===== config.mk =====
export PLATFORM = sky130hd
export DESIGN_NAME = alu_serial_sub
export DESIGN_NICKNAME = d
export VERILOG_FILES = /design/src/rtl/alu_pkg.sv /design/src/rtl/sub_digit_slice.sv /design/src/rtl/alu_serial_sub.sv
export SDC_FILE = /design/constraint.sdc
export NUM_CORES = 1
export LEC_CHECK = 0
export BUFFER_PORTS_ARGS = -buffer_cell sky130_fd_sc_hd__buf_2
export CAP_MARGIN = 20
export CORE_UTILIZATION = 50
export DETAILED_ROUTE_END_ITERATION = 12
export PLACE_DENSITY_LB_ADDON = 0.2
export SKIP_LAST_GASP = 1
export SLEW_MARGIN = 30
export SYNTH_ARGS = -nofsm -noshare
export SYNTH_HDL_FRONTEND = slang
export SYNTH_SLANG_ARGS = --single-unit

===== constraint.sdc =====
create_clock -name clk -period 3.6 [get_ports clk]
set_input_delay 0.72 -clock clk [delete_from_list [all_inputs] [get_ports clk]]
set_output_delay 0.72 -clock clk [all_outputs]
set_load 0.05 [all_outputs]

===== src/rtl/alu_pkg.sv =====
// Shared types for the digit-serial NEG/SUB/ADD/ONES unit: op encoding, flag bundle, FSM states.
package alu_pkg;

  typedef enum logic [1:0] {
    OP_NEG  = 2'b00,
    OP_SUB  = 2'b01,
    OP_ADD  = 2'b10,
    OP_ONES = 2'b11
  } alu_op_e;

  typedef struct packed {
    logic zf;
    logic sf;
    logic of;
  } alu_flags_t;

  typedef enum logic [1:0] {
    ST_IDLE = 2'b00,
    ST_BUSY = 2'b01,
    ST_DONE = 2'b10
  } alu_state_e;

endpackage


===== src/rtl/sub_digit_slice.sv =====
// DIGIT-bit ripple slice with carry in/out; the serial unit reuses it once per cycle.
module sub_digit_slice #(
  parameter int DIGIT = 8
) (
  input  logic [DIGIT-1:0] x,
  input  logic [DIGIT-1:0] y,
  input  logic             cin,
  output logic [DIGIT-1:0] sum,
  output logic             cout
);

  always_comb begin
    {cout, sum} = {1'b0, x} + {1'b0, y} + {{DIGIT{1'b0}}, cin};
  end

endmodule


===== src/rtl/alu_serial_sub.sv =====
// Digit-serial NEG/SUB/ADD/ONES, one DIGIT slice per cycle, LSB first.
// Define ALU_SERIAL_SUB_SATURATE_EN to clamp overflowed results to signed max/min.
module alu_serial_sub
  import alu_pkg::*;
#(
  parameter int WIDTH = 64,
  parameter int DIGIT = 8
) (
  input  logic             clk,
  input  logic             rst,
  input  logic             in_valid,
  output logic             in_ready,
  input  logic [1:0]       op,
  input  logic [WIDTH-1:0] a,
  input  logic [WIDTH-1:0] b,
  output logic             out_valid,
  input  logic             out_ready,
  output logic [WIDTH-1:0] result,
  output logic             zf,
  output logic             sf,
  output logic             of
);

  localparam int N  = WIDTH / DIGIT;
  localparam int IW = (N > 1) ? $clog2(N) : 1;
  localparam logic [WIDTH-1:0] SMAX = {1'b0, {(WIDTH-1){1'b1}}};
  localparam logic [WIDTH-1:0] SMIN = {1'b1, {(WIDTH-1){1'b0}}};

  if (WIDTH % DIGIT != 0) begin : g_bad_digit
    $error("alu_serial_sub: WIDTH must be a multiple of DIGIT");
  end

  alu_state_e        state_q, state_d;
  logic [IW-1:0]     idx_q, idx_d;
  logic              carry_q, carry_d;
  logic [WIDTH-1:0]  a_q, a_d, b_q, b_d;
  alu_op_e           op_q, op_d;
  logic [WIDTH-1:0]  acc_q, acc_d;
  logic [WIDTH-1:0]  result_q, result_d;
  alu_flags_t        flags_q, flags_d;

  logic [WIDTH-1:0]  x_full, y_full, final_res;
  logic [DIGIT-1:0]  x_sl, y_sl, sum;
  logic              cin, cout, ovf;

  // NEG is 0 + ~a + 1, SUB is a + ~b + 1; ONES reuses the NEG path without the carry.
  always_comb begin
    x_full = '0;
    y_full = ~a_q;
    case (op_q)
      OP_SUB:  begin x_full = a_q; y_full = ~b_q; end
      OP_ADD:  begin x_full = a_q; y_full = b_q;  end
      default: begin x_full = '0;  y_full = ~a_q; end
    endcase
    x_sl = x_full[idx_q*DIGIT +: DIGIT];
    y_sl = y_full[idx_q*DIGIT +: DIGIT];
    if (op_q == OP_ONES)
      cin = 1'b0;
    else if (idx_q == '0)
      cin = (op_q == OP_NEG) || (op_q == OP_SUB);
    else
      cin = carry_q;
  end

  sub_digit_slice #(.DIGIT(DIGIT)) u_slice (
    .x    (x_sl),
    .y    (y_sl),
    .cin  (cin),
    .sum  (sum),
    .cout (cout)
  );

  // acc shifts right so the final slice lands at the top after N cycles.
  always_comb begin
    acc_d = (acc_q >> DIGIT) | (WIDTH'(sum) << (WIDTH - DIGIT));
    ovf   = (op_q != OP_ONES) && (x_full[WIDTH-1] == y_full[WIDTH-1]) &&
            (acc_d[WIDTH-1] != x_full[WIDTH-1]);
`ifdef ALU_SERIAL_SUB_SATURATE_EN
    // On overflow the true sign is the shared operand sign.
    final_res = ovf ? (x_full[WIDTH-1] ? SMIN : SMAX) : acc_d;
`else
    final_res = acc_d;
`endif
  end

  always_comb begin
    state_d  = state_q;
    idx_d    = idx_q;
    carry_d  = carry_q;
    a_d      = a_q;
    b_d      = b_q;
    op_d     = op_q;
    result_d = result_q;
    flags_d  = flags_q;
    case (state_q)
      ST_IDLE: begin
        if (in_valid) begin
          a_d     = a;
          b_d     = b;
          op_d    = alu_op_e'(op);
          idx_d   = '0;
          carry_d = 1'b0;
          state_d = ST_BUSY;
        end
      end
      ST_BUSY: begin
        carry_d = cout;
        if (idx_q == IW'(N - 1)) begin
          idx_d      = '0;
          state_d    = ST_DONE;
          result_d   = final_res;
          flags_d.zf = (final_res == '0);
          flags_d.sf = final_res[WIDTH-1];
          flags_d.of = ovf;
        end else begin
          idx_d = idx_q + 1'b1;
        end
      end
      ST_DONE: begin
        if (out_ready) state_d = ST_IDLE;
      end
      default: state_d = ST_IDLE;
    endcase
  end

  always_ff @(posedge clk) begin
    if (rst) begin
      state_q  <= ST_IDLE;
      idx_q    <= '0;
      carry_q  <= 1'b0;
      a_q      <= '0;
      b_q      <= '0;
      op_q     <= OP_NEG;
      acc_q    <= '0;
      result_q <= '0;
      flags_q  <= '0;
    end else begin
      state_q  <= state_d;
      idx_q    <= idx_d;
      carry_q  <= carry_d;
      a_q      <= a_d;
      b_q      <= b_d;
      op_q     <= op_d;
      acc_q    <= (state_q == ST_BUSY) ? acc_d : acc_q;
      result_q <= result_d;
      flags_q  <= flags_d;
    end
  end

  assign in_ready  = (state_q == ST_IDLE);
  assign out_valid = (state_q == ST_DONE);
  assign result    = result_q;
  assign zf        = flags_q.zf;
  assign sf        = flags_q.sf;
  assign of        = flags_q.of;

endmodule


# [Word-level counts from Yosys, hierarchy flattened]
# Index checks and enable logic that the tools add are counted.
[totals] reg_bits=267 output_inout_bits=69 word_cells=57
[op_classes] n_addsub=3 n_eq_ne=12 shifts=2 n_mux=13 n_bitwise=3 n_reduce_logical=13
[op_table] cell="$not 64->64" count=2
[op_table] cell="$pmux 64 s2" count=1
[op_table] cell="$shiftx 64x7->8" count=2
[op_table] cell="$logic_not 64->1" count=1
[op_table] cell="$mux 64" count=1
[op_table] cell="$or 56x64->64" count=1
[op_table] cell="$add 8x8->9" count=1
[op_table] cell="$add 9x1->9" count=1
[op_table] cell="$eq 2x2->1 const B" count=3
[op_table] cell="$mux 2" count=3
[op_table] cell="$mux 3" count=2
[op_table] cell="$ne 2x2->1 const B" count=3
[op_table] cell="$pmux 2 s3" count=1
[op_table] cell="$pmux 3 s2" count=1
[op_table] cell="$reduce_and 2->1" count=3
[op_table] cell="$eq 2x1->1 const B" count=2
[op_table] cell="$logic_not 2->1" count=2
[op_table] cell="$add 3x1->3 const B" count=1
[op_table] cell="$eq 3x3->1 const B" count=1
[op_table] cell="$logic_not 3->1" count=1
[op_table] cell="$mux 1" count=3
[op_table] cell="$reduce_and 3->1" count=1
[op_table] cell="$logic_and 1x1->1" count=2
[op_table] cell="$ne 2x1->1 const B" count=1
[op_table] cell="6 further kinds" count=6

# [Depth between registers and ports, before layout]
# Gate-level depths: netlist of run 1.
[logic_depth] depth_word=9 mapped_depth=16

# [Modules after synthesis]
# From an unflattened synthesis of run 1, not the netlist that was laid out.
[hier_totals] hier_cells=1309 area_unflattened_um2=10625.2
[modules_own_cells] mod="alu_serial_sub" n_inst=1 cells_each=1271 area_per_inst_um2=10312.4
[modules_own_cells] mod="sub_digit_slice" n_inst=1 cells_each=38 area_per_inst_um2=312.8

# [Worst setup path after synthesis of run 1]
# Ideal clock, no wire load.
[synth_path] kind="register to register" from="register idx_q[0]" to="register flags_q, in the netlist zf" setup_ns=0.087 arrival_ns=3.327 slack_ns=0.186 stages_incl_launch_ff=17 synth_period_minus_slack_ns=3.414 path_cell_list="dfxtp_1 buf_6 buf_12 buf_4 mux4_2 nand2_1 nand2_1 nor2_1 a21oi_1 fa_1 fa_1 nand2_1 nor3_1 nand4_1 nor4_1 nand4b_1 o31ai_1"
[synth_between] elab_chain_cells=6 elab_cells_between_ends=11 classes_between="add/sub: 2; eq/ne: 1; shift: 2; mux: 2; bitwise: 1; reduce/logical: 3"
[synth_lines] item="from (decl)" line="alu_serial_sub.sv:34" text="logic [IW-1:0] idx_q, idx_d;"
[synth_lines] item="from (signal assigned)" line="alu_serial_sub.sv:139" text="idx_q <= idx_d;"
[synth_lines] item="parallel branches: the longest is 6 deep, another holds $add 8x8->9"
[synth_lines] item="to (signal assigned)" line="alu_serial_sub.sv:146" text="flags_q <= flags_d;"
[synth_lines] item="to (decl)" line="alu_serial_sub.sv:40" text="alu_flags_t flags_q, flags_d;"
# Several ways; the timed one is not identified.
# A chain may end at the register's enable or synchronous reset.

# [Final worst setup path of run 1]
[layout_path] from="register idx_q[0]" to="register flags_q, in the netlist of"
[layout_between] elab_chain_cells=7 elab_cells_between_ends=12 classes_between="add/sub: 2; eq/ne: 2; shift: 2; mux: 2; bitwise: 1; reduce/logical: 3"
[layout_lines] item="parallel branches: the longest is 7 deep, another holds $add 8x8->9"
# Several ways; the timed one is not identified.

==> flow_summary.ini, run 1 <==
[outcome]
outcome = finished clean

[placement]
hpwl_um = 18420
post-place-ws_ps = 53.39
io_buffers = 202
dpl-instance-area_um2 = 11900
gp_congestion = 0.8608

[sta]
clock.fmax_ghz = 0.2905
finalCritPeriodShare_pct = 95.62
worstMarginPinSlew_ps = 980.4
setup_violations = 0
hold_viol = 0
timing.final.ws_setup_ps = 157.8
period_needed_ps = 3442
finalMaxSlewViolations = 0
hold_ws_ps = 428.5
max-slew-margin-rel_pct = 34.64
fin_skew_ps = 12.82

[critical_path]
crit_chain = buf_12 -> buf_4 -> mux4_1 -> mux2i_1 -> mux2i_1 -> a21oi_1 -> ha_1 -> or4_1 -> o21bai_2 -> xnor2_2 -> mux2i_1 -> o41ai_1
critical_path.slowest_cell = or4_1
crit_path_start_kind = register
cp-startpoint = idx_q[0]$_SDFFE_PP0P_
worstPathArrival_ps = 3820
cp_data_required_time_ps = 3970
reg2reg_from = idx_q[0]$_SDFFE_PP0P_
endpoint_kind = register
path_common_cell = mux2i_1
cp_max_fo = 16
critPathKind = register to register
critPathMaxStageDelay_ps = 590

[grt]
gr-usage-all-layers_pct = 24.35
grt_pass1_vias = 8471
top_usage_layer = met2
grt_pass1_wl_um = 43360
gr-total-overflow = 0
grt_max_degree = 145
grt_use_met1_pct = 34.07
grt_use_met3_pct = 3.006
antenna_found_initial = 0
grt_use_met2_pct = 39.81

[cells_and_area]
n_antenna_cell = 0
final-seq-area_um2 = 5170
n_fill_cell = 1937
synthToLayoutAreaGrowth_pct = 20.54
nNetsFinal = 1632
multi_input_comb_area_um2 = 5151
layout-drive-gt1-share_pct = 21.32
final_area_um2 = 12940

[route]
via_per_inst = 5.297
route.detailed.drc = 0
drtPass1Iterations = 5
wire_per_inst_um = 15.30
drtIter0Drc = 612
vias = 9408
ant_nets = 0
routed_wirelength_um = 27170

[synth]
synth.yosys.warnings = 0
ys_types = 45
ys.flop_type = dfxtp_1
seq_area_frac_synth_pct = 48.10
avgSynthCellArea_um2 = 8.122
synth_edf_count = 0
ys_ff_latch = 258
syn_area_um2 = 10740
synthArstFlopShare_pct = 0
yosys.area.top_type = dfxtp_1
netlist.area_leader.share_pct = 48.10
synth_most_common_cell = nand2_1
synthCells = 1322
yosys-top-cells-count = nand2_1, a21oi_1, dfxtp_1
synth.area.top_cells = dfxtp_1, nand2_1, a21oi_1
synth_nets = 1472

[job]
maxCapViolations = 0

[die]
die_area_um2 = 22070
die_w_um = 148.5
die_y_um = 148.5
start_util_pct = 51.08
core_area_um2 = 21020
rows = 53
io_pins = 203

[power_and_ir_drop]
p_leak_uw = 0.005245
p_per_area_nw_per_um2 = 520.7
vdd_ir_drop_max_mv = 0.2972

[worst_hold_path]
hold_path.class = input port to register
worstHoldStart = a[2]

[cts]
path_clk_slew_ps = 60
cts.sinks = 258
htreeDepth = 1
numCtsBuffers = 27
clock_latency_ps = 520
ctsHoldBuffers = 0
cts_tree = yes
root_buffer = clkbuf_16
clk_path_buf_depth = 3
## placed cells by master, fill, tap and decap left out, types with 4 or more instances in the layout
cell       instances
a211oi_1           6
a21oi_1          260
buf_2            201
buf_4             26
bufinv_16          4
clkbuf_16         27
clkbuf_8           7
clkinv_2           6
dfxtp_1          256
ha_1              14
inv_1              7
mux2_2             5
mux2i_1           20
mux4_1            12
mux4_2            20
nand2_1          514
nand2b_1           4
nand4_1            4
nor2_1            23
nor2b_1            5
nor3_1             6
nor4_1            11
o21ai_0            8
## worst max-delay path, delay by kind of cell (launching register included)
kind,cells,cell delay [ps]
muxes,4,1230
and+or+nand+nor,1,590
DFF,1,380
AOI/OAI and AO/OA,3,370
buffers and inverters,2,300
adders and majority gates,1,290
xor gates and xnor gates,1,160
## routing by layer
| metal | vias to the layer above | share of wire, % |
|---|---|---|
| met3 | 39 | 5.3 |
| met4 | 0 | 2.0 |
| li1 | 4733 | - |
| met5 | - | 0 |
| met2 | 270 | 48 |
| met1 | 4366 | 45 |
## logic make-up after synthesis
family                     after synthesis  share of synthesized area (%)
xor gates and xnor gates                 4                         0.3263
muxes                                   57                          9.520
AOI/OAI and AO/OA                      286                          13.78
DFF                                    258                          48.10
adders and majority gates               16                          2.004
and+or+nand+nor                        590                          21.79
buffers and inverters                  111                          4.474
## registers in the layout, indices dropped and copies added, names as in the netlist
name / flops
idx_q: 3
state_q: 2
of: 1
a_q: 64
result: 64
op_q: 2
carry_q: 1
acc_q: 56
b_q: 64
zf: 1
## area by class of cell
| type | count | area share, % |
|---|---|---|
| timing repair buffer | 233 | 10.05 |
| multi-input combinational | 953 | 39.80 |
| sequential | 258 | 39.94 |
| clock inverter | 12 | 1.344 |
| tap | 275 | 2.658 |
| clock buffer | 36 | 5.945 |
| inverter | 9 | 0.2610 |
## report_power, final
| part | internal (uW) | switching, uW |
|---|---|---|
| sequential | 2970 | 79.3 |
| clock | 1780 | 1110 |
| combinational | 340 | 456 |
| total | 5090 | 1650 |
## metrics by stage
step	instances	setup TNS, ps	power [uW]	utilization (%)
CTS	1769	0	6761	61.09
finish	1776	0	6740	61.57
floorplan	1322	0	3609	-
global route	1776	-85.57	6998	61.57
detailed placement	1721	0	3871	56.60
global placement	1721	0	3857	56.60
## final timing paths
kind | endpoint | slack, ps | cells past startpoint
worst max-delay path | of$_SDFFE_PP0P_ | 160 | 12
worst min-delay path | a_q[2]$_SDFFE_PP0P_ | 430 | 3
worst max register to register | of$_SDFFE_PP0P_ | 160 | 12
worst min register to register | result[48]$_SDFFE_PP0P_ | 450 | 2
## timing repair
action / 4_1_cts / 5_1_grt
setup buffers: 0 / 7
hold endpoints to repair: 0 / 0
endpoints found under the setup margin: 0 / 7
gates resized for setup: 0 / 10
No activity file was read; power rests on OpenSTA's default activity.
==> inputs of run 2 (changes only) <==
--- a/config.mk
+++ b/config.mk
@@ -8,4 +8,5 @@
 export BUFFER_PORTS_ARGS = -buffer_cell sky130_fd_sc_hd__buf_2
 export CAP_MARGIN = 20
+export CORE_MARGIN = 2
 export CORE_UTILIZATION = 50
 export DETAILED_ROUTE_END_ITERATION = 12
==> constraint.sdc (replaced) <==
create_clock -name clk -period 3.6 [get_ports clk]
set_input_delay 0.72 -clock clk [delete_from_list [all_inputs] [get_ports clk]]
set_output_delay 0.72 -clock clk [all_outputs]
set_load 0.1 [all_outputs]
==> run 2 against run 1 <==
Worst setup slack got worse by 45 ps. Power barely moved. Critical path depth rose by 3. Clock-buffer cell count rose by 7. Die area rose by 2.7%. Cell area rose by 0.72%. First-iteration DRC count fell by 15%. Worst hold slack got worse by 9.8 ps. Via count rose by 0.22%. Highest routed layer unchanged.
==> flow_summary.ini, run 2 (synthesis results as in run 1) <==
[cts]
path_clk_slew_ps = 60
ctsHoldBuffers = 0
root_buffer = clkbuf_16
clock_latency_ps = 540
clk_path_buf_depth = 3
numCtsBuffers = 27
cts_tree = yes
htreeDepth = 1
cts.sinks = 258

[cells_and_area]
synthToLayoutAreaGrowth_pct = 21.41
layout_common_cells = nand2_1, a21oi_1, dfxtp_1
multi_input_comb_area_um2 = 5170
n_fill_cell = 1916
layout-drive-gt1-share_pct = 22.23
final-seq-area_um2 = 5170
n_antenna_cell = 0
fin_util_pct = 62.01
fin_cells = 1782
layout_commonest_cell = nand2_1
nNetsFinal = 1638

[placement]
hpwl_um = 18650
post-place-ws_ps = 12.45
io_buffers = 202
gp_congestion = 0.8611
dp.cells = 1720

[grt]
grt_pass1_wl_um = 43260
gr-usage-all-layers_pct = 23.70
antenna_found_initial = 0
grt_max_degree = 127
gr-total-overflow = 0
grt_pass1_vias = 8530

[die]
start_util_pct = 51.08
rows = 53
die_w_um = 150.5
die_y_um = 150.5
core_area_um2 = 21020
io_pins = 203
die_area_um2 = 22660

[critical_path]
crit_path_start_kind = register
endpoint_kind = register
critPathKind = register to register
worstPathArrival_ps = 3930
cp_max_fo = 7
cp_data_required_time_ps = 4040

[route]
routed_wirelength_um = 27750
route.detailed.drc = 0
ant_nets = 0
vias = 9429
drtIter0Drc = 518
wire_per_inst_um = 15.57
drtPass1Iterations = 8
via_per_inst = 5.291

[sta]
finalMaxSlewViolations = 0
max-slew-margin-rel_pct = 45.08
setup_violations = 0
period_needed_ps = 3488
rsz0062_at_grt = yes
hold_viol = 0
worstMarginPinSlew_ps = 823.8
finalCritPeriodShare_pct = 96.88
clock.fmax_ghz = 0.2867
timing.final.ws_setup_ps = 112.3
fin_skew_ps = 11.66
hold_ws_ps = 418.7

[worst_hold_path]
hold_path.class = input port to register

[job]
maxCapViolations = 0

[power_and_ir_drop]
p_per_area_nw_per_um2 = 516.7
p_leak_uw = 0.005271
finalPower_uw = 6735
vdd_ir_drop_max_mv = 0.3124

[outcome]
outcome = finished clean
run 2: cell types whose count changed in the layout (fill, tap and decap cells not counted), moves of 4 or more:
cell,previous run,this run
buf_4,26,30
clkbuf_8,7,12
clkinv_2,6,2
mux4_1,12,8
mux4_2,20,24
run 2: layout make-up:
type                    count  area share, %
clock inverters             5         0.6047
multi-input cells         953          39.66
repair buffers            239          10.69
flip-flops and latches    258          39.66
well taps                 275          2.639
clock buffers              43          6.488
inverters                   9         0.2591
run 2: what timing repair did:
| item | 4_1_cts | 5_1_grt |
|---|---|---|
| buffers inserted | 0 | 12 |
| resized for setup | 0 | 20 |
| gates cloned | 1 | 1 |
| pin swaps | 0 | 13 |
| endpoints found under the setup margin | 1 | 6 |
run 2: worst max-delay path: stages (launching register included):
cell,delay [ps]
dfxtp_4,420
buf_4,140
clkbuf_16,130
buf_4,100
mux4_2,510
mux2i_1,190
mux2i_1,130
a21oi_2,250
inv_2,50
fa_2,370
xnor2_2,180
nor3_2,170
nand4_1,110
nor4_2,290
nand4b_1,130
o31ai_1,230
run 2: where the power goes:
part / total (uW) / internal (uW) / switching [uW]
Combinational: 841 / 369 / 472
Clock: 2850 / 1740 / 1110
Sequential: 3050 / 2970 / 81.1
run 2: worst paths after layout:
kind,startpoint,endpoint,slack [ps],cells past startpoint
max,idx_q[0]$_SDFFE_PP0P_,zf$_SDFFE_PP0P_,110,15
min,a[36],a_q[36]$_SDFFE_PP0P_,420,3
max reg2reg,idx_q[0]$_SDFFE_PP0P_,zf$_SDFFE_PP0P_,110,15
min reg2reg,result[35]$_SDFFE_PP0P_,result[35]$_SDFFE_PP0P_,450,2
run 2: per-layer routing:
layer,global-route usage (%),up-vias,part of all wire (%)
li1,-,4737,-
met5,0,-,0
met1,32.02,4361,43
met4,6.321,0,1.9
met2,39.95,286,49
met3,3.303,45,5.6
run 2: stage by stage:
step                TNS [ps]  area, um^2
finish                     0       13040
detailed placement         0       11900
CTS                        0       12860
global placement           0       11900
global route          -38.53       13040
floorplan                  0       10740
==> inputs of run 3 (changes only) <==
Settings changed: CELL_PAD_IN_SITES_DETAIL_PLACEMENT set to 1, CELL_PAD_IN_SITES_GLOBAL_PLACEMENT set to 1, CORE_UTILIZATION 50 to 37.
==> run 3 against run 2 <==
Register-to-register slack improved by 30 ps. Cell count increased by 6.6%. Sequential cell count unchanged. Clock skew about the same. Clock power increased by 7%. Clock-buffer cell count decreased by 2.
==> flow_summary.ini, run 3 (synthesis results as in run 1) <==
[route]
vias = 9536
wire_per_inst_um = 16.90
route.detailed.drc = 0
routed_wirelength_um = 32100
ant_nets = 0
via_per_inst = 5.022
drtIter0Drc = 452
drtPass1Iterations = 4

[cts]
ctsHoldBuffers = 0
clock_latency_ps = 540
root_buffer = clkbuf_16
cts_tree = yes
path_clk_slew_ps = 60
numCtsBuffers = 28
htreeDepth = 1
cts.sinks = 258
clk_path_buf_depth = 3

[power_and_ir_drop]
p_leak_uw = 0.005284
p_per_area_nw_per_um2 = 523.3
vdd_ir_drop_max_mv = 0.3335

[die]
start_util_pct = 37.51
die_w_um = 174.4
io_pins = 203
die_area_um2 = 30400
rows = 62
die_y_um = 174.4
core_area_um2 = 28630

[critical_path]
critical_path.slowest_cell = mux4_1
critPathKind = register to register
cp_max_fo = 7
crit_path_start_kind = register
reg2reg_from = idx_q[0]$_SDFFE_PP0P_
critPathBufInv = 2
cp_data_required_time_ps = 4030
critPathMaxStageDelay_ps = 600
reg2reg_slack_ps = 150
path_common_cell = mux2i_1
worstPathArrival_ps = 3890
r2r_cells = 12
endpoint_kind = register
crit_family = multiplexers
crit_chain = clkbuf_16 -> buf_4 -> mux4_1 -> mux2i_2 -> mux2i_1 -> a21oi_1 -> ha_1 -> or4_4 -> o21bai_4 -> xnor2_2 -> mux2i_1 -> o41ai_1
rr_endpoint = of$_SDFFE_PP0P_

[grt]
grt_max_degree = 113
grt_pass1_vias = 9798
grt_pass1_wl_um = 51280
gr-total-overflow = 0
gr-usage-all-layers_pct = 20.71
antenna_found_initial = 0

[worst_hold_path]
hold_path.class = input port to register
hold_depth = 3
hold_end = a_q[45]$_SDFFE_PP0P_
worstHoldStart = a[45]

[sta]
worstMarginPinSlew_ps = 865.9
rsz0062_at_grt = yes
clock.fmax_ghz = 0.2896
timing.final.ws_setup_ps = 146.7
fin_skew_ps = 11.56
max-slew-margin-rel_pct = 42.28
finalMaxSlewViolations = 0
hold_viol = 0
setup_violations = 0
finalCritPeriodShare_pct = 95.92
period_needed_ps = 3453

[cells_and_area]
synthToLayoutAreaGrowth_pct = 23.69
layout-drive-gt1-share_pct = 23.30
layout_commonest_cell = nand2_1
n_antenna_cell = 0
fin_util_pct = 46.40
nNetsFinal = 1643
layout_common_cells = nand2_1, a21oi_1, dfxtp_1

[job]
maxCapViolations = 0

[placement]
hpwl_um = 22610
gp_congestion = 0.8148
io_buffers = 202
post-place-ws_ps = 19.22

[outcome]
outcome = finished clean
## run 3: stage by stage
step           hold WS, ps  setup TNS [ps]  instance area, um^2  std cells  power, uW
6_report             414.5               0                13280       1899       6950
5_1_grt              411.6          -81.91                13280       1899       7257
4_1_cts              390.9               0                13090       1887       6970
3_5_place_dp         444.9               0                12080       1835       3909
3_3_place_gp         437.9               0                12070       1835       3884
2_1_floorplan        431.5               0                10740       1322       3612
## run 3: report_power, final
| part | internal, uW | switching (uW) | total (uW) |
|---|---|---|---|
| Combinational | 366 | 489 | 855 |
| Sequential | 2970 | 86.5 | 3050 |
| Clock | 1870 | 1170 | 3040 |
## run 3: tightest hold or removal path, delay by kind of cell
kind	cells	cell delay, ps
compound gates	1	50
buf+inv	1	100
simple gates	1	50
## run 3: cell type report
type | instances | area (um^2)
Inverter | 9 | 33.78
Multi-Input combinational cell | 953 | 5200
Clock buffer | 41 | 860.8
Tap cell | 384 | 480.5
Sequential cell | 258 | 5170
Timing Repair Buffer | 243 | 1394
Clock inverter | 11 | 142.6
Fill cell | 3506 | 15340
## run 3: repair_timing
item	in CTS	in global routing
buffers inserted	0	11
pin swaps	0	10
cloned	0	1
hold endpoints to repair	0	0
resized for setup	1	30
setup endpoints to repair	1	9
## run 3: routing by layer
| metal | up-vias | global-route usage, % | part of all wire (%) |
|---|---|---|---|
| met3 | 44 | 2.625 | 3.7 |
| met2 | 178 | 37.53 | 50 |
| met5 | - | 0 | 0 |
| met4 | 0 | 4.237 | 1.9 |
| met1 | 4565 | 26.34 | 45 |
| li1 | 4749 | - | - |
## run 3: worst max-delay path by stage
| stage | endpoint | slack [ps] | startpoint | depth (start not counted) |
|---|---|---|---|---|
| 2_1_floorplan | zf$_SDFFE_PP0P_ | 190 | idx_q[0]$_SDFFE_PP0P_ | 16 |
| 3_3_place_gp | zf$_SDFFE_PP0P_ | 150 | idx_q[0]$_SDFFE_PP0P_ | 14 |
| 6_report | of$_SDFFE_PP0P_ | 150 | idx_q[0]$_SDFFE_PP0P_ | 12 |
| 4_1_cts | of$_SDFFE_PP0P_ | 50 | idx_q[0]$_SDFFE_PP0P_ | 13 |
| 3_5_place_dp | zf$_SDFFE_PP0P_ | 20 | idx_q[0]$_SDFFE_PP0P_ | 14 |
| 5_1_grt | zf$_SDFFE_PP0P_ | -50 | idx_q[0]$_SDFFE_PP0P_ | 14 |
